===== config.mk =====
export PLATFORM = sky130hd
export DESIGN_NAME = rom_arbiter
export DESIGN_NICKNAME = d
export VERILOG_FILES = /design/src/rtl/rom_arbiter.sv
export SDC_FILE = /design/constraint.sdc
export NUM_CORES = 1
export LEC_CHECK = 0
export CORE_MARGIN = 2
export CORE_UTILIZATION = 31
export DETAILED_ROUTE_END_ITERATION = 8
export PLACE_DENSITY = 0.87
export SYNTH_ARGS = -nofsm -noshare
export SYNTH_HDL_FRONTEND = slang
export SYNTH_SLANG_ARGS = --single-unit

===== constraint.sdc =====
create_clock -name clk -period 3.2 [get_ports clk]
set_input_delay 0.32 -clock clk [delete_from_list [all_inputs] [get_ports clk]]
set_output_delay 0.32 -clock clk [all_outputs]
set_load 0.03 [all_outputs]

===== src/rtl/rom_arbiter.sv =====
// Round-robin arbiter sharing one synchronous-read ROM port among PORTS requesters.
// The ROM's registered output doubles as the single-entry response buffer.
module rom_arbiter #(
  parameter int WIDTH = 8,
  parameter int DEPTH = 4096,
  parameter int PORTS = 4,
  localparam int AW = $clog2(DEPTH)
) (
  input  logic                clk,
  input  logic                rst,
  input  logic [PORTS-1:0]    req_valid,
  input  logic [PORTS*AW-1:0] req_addr,
  output logic [PORTS-1:0]    req_ready,
  output logic [PORTS-1:0]    rsp_valid,
  output logic [WIDTH-1:0]    rsp_data,
  input  logic [PORTS-1:0]    rsp_ready,
  output logic                rom_en,
  output logic [AW-1:0]       rom_addr,
  input  logic [WIDTH-1:0]    rom_data
);

  localparam int PW = $clog2(PORTS);

  typedef enum logic {
    S_IDLE,
    S_PEND
  } state_t;

  state_t        r_state, w_state_nxt;
  logic [PW-1:0] r_owner, w_owner_nxt;
  logic [PW-1:0] r_ptr,   w_ptr_nxt;

  logic [PW-1:0] w_gnt;
  logic          w_found;
  logic          w_free;
  logic          w_issue;
  logic          w_consume;

  // Search upward from r_ptr, wrapping explicitly so PORTS need not be a power of two.
  always_comb begin
    int unsigned idx;
    w_found = 1'b0;
    w_gnt   = '0;
    idx     = 0;
    for (int unsigned k = 0; k < PORTS; k++) begin
      idx = 32'(r_ptr) + k;
      if (idx >= PORTS) idx = idx - PORTS;
      if (!w_found && req_valid[idx]) begin
        w_found = 1'b1;
        w_gnt   = PW'(idx);
      end
    end
  end

  always_comb begin
    w_consume = (r_state == S_PEND) && rsp_ready[r_owner];
    w_free    = (r_state == S_IDLE) || rsp_ready[r_owner];
    w_issue   = !rst && w_free && w_found;

    rom_en    = w_issue;
    rom_addr  = w_issue ? req_addr[int'(w_gnt)*AW +: AW] : '0;
    rsp_data  = rom_data;

    req_ready = '0;
    rsp_valid = '0;
    for (int unsigned i = 0; i < PORTS; i++) begin
      req_ready[i] = w_issue && (w_gnt == PW'(i));
      rsp_valid[i] = (r_state == S_PEND) && (r_owner == PW'(i));
    end
  end

  always_comb begin
    w_state_nxt = r_state;
    w_owner_nxt = r_owner;
    w_ptr_nxt   = r_ptr;
    if (w_issue) begin
      w_state_nxt = S_PEND;
      w_owner_nxt = w_gnt;
      w_ptr_nxt   = (w_gnt == PW'(PORTS - 1)) ? '0 : w_gnt + PW'(1);
    end else if (w_consume) begin
      w_state_nxt = S_IDLE;
    end
  end

  always_ff @(posedge clk) begin
    if (rst) begin
      r_state <= S_IDLE;
      r_owner <= '0;
      r_ptr   <= '0;
    end else begin
      r_state <= w_state_nxt;
      r_owner <= w_owner_nxt;
      r_ptr   <= w_ptr_nxt;
    end
  end

endmodule


==> summary.txt <==
Routing
  – Drt via density: 5.00
  – Wirelength per Cell: 14.0 µm
  – WL final: roughly 2800 µm
  – Met1 WL: 1050 µm
  – First drt pass iteration count: 4
  – Met2 wire len: 1530 µm
  – Via count: 1,011
  – # DRC: 0
  – Met3 Wirelength: 208 µm
  – Antenna viol nets, final: 0
  – DR iter-0 viols: 31
  – Max Used Layer: met4

Worst hold path
  – Hold Path End: r_ptr[0]
  – Worst hold path depth: 2
  – HP Class: reg -> reg
  – Hold Path Origin: r_ptr[0]

Floorplan
  – Die Y: 57.8 µm
  – CORE AREA: 2760 µm²
  – Top Ports: 95
  – Die W: 57.8 µm
  – Initial core utilization: 32.5%
  – Row count: 19
  – Die area: 3340 µm²

Placed design
  – HPWL Detailed: between 2000 and 2500 µm
  – Final RePlAce weighted congestion: between 0.7 and 0.8
  – Inst Count DP: 198
  – Port Buffers: 78

Synthesis
  – Synth cell count leaders: 25 x mux2i_1, 10 x buf_4, 10 x o22ai_2
  – Count leader, synth: mux2i_1
  – Ranking of synthesized cells by area: mux2i_1 28%, o22ai_2 14%, dfxtp_1 11%
  – Sequential element share of the synthesized area: 11.2%
  – FFs w/ async S/R, synth: 0%
  – Library cells used by synthesis: 26
  – Yosys top cell by area: mux2i_1
  – Net Count, Synth: 172
  – Mapped Cells: 102
  – Count of state elements after synthesis: 5
  – Yosys top cell area share: approximately 28%
  – Number of synthesized flops with an enable pin: 0
  – Main synth FF type: dfxtp_1
  – Average cell area after synthesis: between 8 and 9 µm²
  – Syn Std Cell Area: approximately 900 µm²
  – Ys Warns: 0

Setup path
  – CP Data Required Time: 2.88 ns
  – Worst Reg2Reg Path Length in Cells: 5
  – R2r setup slk: 1.37 ns
  – Critical path type: in -> out
  – Reg2reg start: r_owner[0]
  – Startpoint Class: input pin
  – Worst setup EP type: output port
  – Maximum fanout along the worst path: 4
  – Reg2Reg Capture Point: r_owner[1]
  – WP data arrival: 2.57 ns

Clocking
  – Resized cells post-CTS: 0
  – CTS tree: done
  – Clk root buf: clkbuf_4
  – Clk sinks: 5
  – Hold-fix buffers, CTS: 0
  – H-tree Lvls: 1
  – Clock Latency Late Sink: about 0.25 ns
  – Clock Tree Buf Depth: 2
  – Num CTS Buffers: 3
  – Post-CTS setup buffers: 0
  – CTS clk-pin slew, worst paths: ~0.040 ns

Finish
  – Non-filler cells, final: 202
  – Fillcell total: 261
  – # nets final: 242
  – Antenna cells: 0
  – Share of layout cells above drive strength 1: between 10% and 20%
  – Area of the multi-input gates: 673 µm²
  – P&R area growth vs syn: 79.9%
  – Sequential cell area: approximately 100 µm²

Power and ir drop
  – Worst VDD drop: 0.447 mV
  – Power Total: 0.689 mW
  – Leakage dissipation: 0.734 nW
  – Pwr/cell area: 427 nW/µm²

Global routing
  – Vias in the first global route: roughly 1,000
  – All-layer global routing usage: 16.5%
  – GR Overflow Total: 0
  – Initial antenna violation count: 0
  – First-pass GRT wire length: ~4400 µm
  – Largest net degree at the start of global routing: 28

Timing
  – RSZ-0062 raised after global routing: false
  – Worst Clk Skew: 0.00355 ns
  – Total negative slack: 0 ns
  – Fin. Hold Viols: 0
  – Fin crit share: 90.2%
  – Fmax: 346 MHz
  – Slew headroom: around 60%
  – Slew Limit Fails: 0
  – Tightest Pin Transition: 0.600 ns
  – Tmin final: 2.89 ns
  – Final setup viols: 0

Outcome
  – Outcome: finished clean

Run
  – Max-cap violations: 0
==> cell type report <==
| type | count | area share [%] |
|---|---|---|
| timing repair buffer | 79 | 46.7 |
| multi-input combinational | 77 | 41.7 |
| tap | 31 | 2.40 |
| clock buffer | 4 | 1.63 |
| sequential | 5 | 6.20 |
| inverter | 6 | 1.40 |
==> report_power, final <==
| part | switching (mW) | internal, mW | leakage (nW) |
|---|---|---|---|
| Clock | 0.0274 | 0.0472 | 0.0150 |
| Sequential | 0.0162 | 0.0757 | 0.0416 |
| Combinational | 0.272 | 0.250 | 0.677 |
==> logic make-up after synthesis <==
group,Yosys count,synth area share (%)
adder cells (fa/ha/maj),4,5.58
buffers and inverters,20,13.8
flip-flops,5,11.2
multiplexers,26,30.4
AO/OA/AOI/OAI,21,20.9
AND/OR/NAND/NOR,26,18.1
==> worst max-delay path, stage by stage <==
cell	delay [ns]
clkdlybuf4s50_1	0.46
a21oi_1	0.16
nor3b_1	0.06
or3_1	0.46
inv_1	0.16
ha_1	0.16
and2_1	0.12
clkdlybuf4s50_1	0.66
==> metrics by stage <==
stage / instance area (µm²) / hold slack (ns) / setup slack (ns) / util (%)
final: 1610 / 0.503 / 0.313 / 58.5
after CTS: 1610 / 0.509 / 0.309 / 58.5
after global routing: 1610 / 0.559 / 0.235 / 58.5
after global placement: 1590 / 0.476 / 0.385 / 57.6
after detailed placement: 1590 / 0.501 / 0.317 / 57.6
after floorplan: 897 / 0.389 / 1.12 / -
==> flip-flops by register name, indices dropped and copies added, names as in the netlist <==
| register | flops |
|---|---|
| r_ptr | 2 |
| r_state | 1 |
| r_owner | 2 |
==> routing by layer <==
metal	vias up	GRT usage, %
li1	502	-
met1	464	17.4
met2	41	31.2
met3	4	4.69
met4	0	5.65
met5	-	0
==> cells in the final DEF, fill, tap and decap left out <==
master            n
dfxtp_1           5
clkbuf_4          3
nor3_4            1
buf_4            15
nand2_1           3
mux4_2            1
a21oi_1           4
nor4_1            1
inv_2             1
nor2b_2           1
mux2i_1          25
and3b_1           1
clkbuf_1          1
nand2b_1          5
nand2_2           2
or3_1             1
nor2_1            4
ha_1              4
o22ai_2          10
o22ai_1           3
inv_1             5
and2_1            4
o21ai_1           3
a211o_1           1
clkdlybuf4s50_1  64
and3_1            1
nor3b_1           2
==> how the worst max path moves through the flow <==
stage                               to  slack [ns]         start  cells after the start
after CTS                 req_ready[3]        0.31  req_valid[0]                      8
after global placement    req_ready[3]        0.39  req_valid[0]                      8
after floorplan            rom_addr[0]        1.12      r_ptr[0]                      7
final                     req_ready[3]        0.31  req_valid[0]                      8
after global routing      req_ready[3]        0.23  req_valid[0]                      8
after detailed placement  req_ready[3]        0.32  req_valid[0]                      8
No activity file was read; power rests on OpenSTA's default activity.
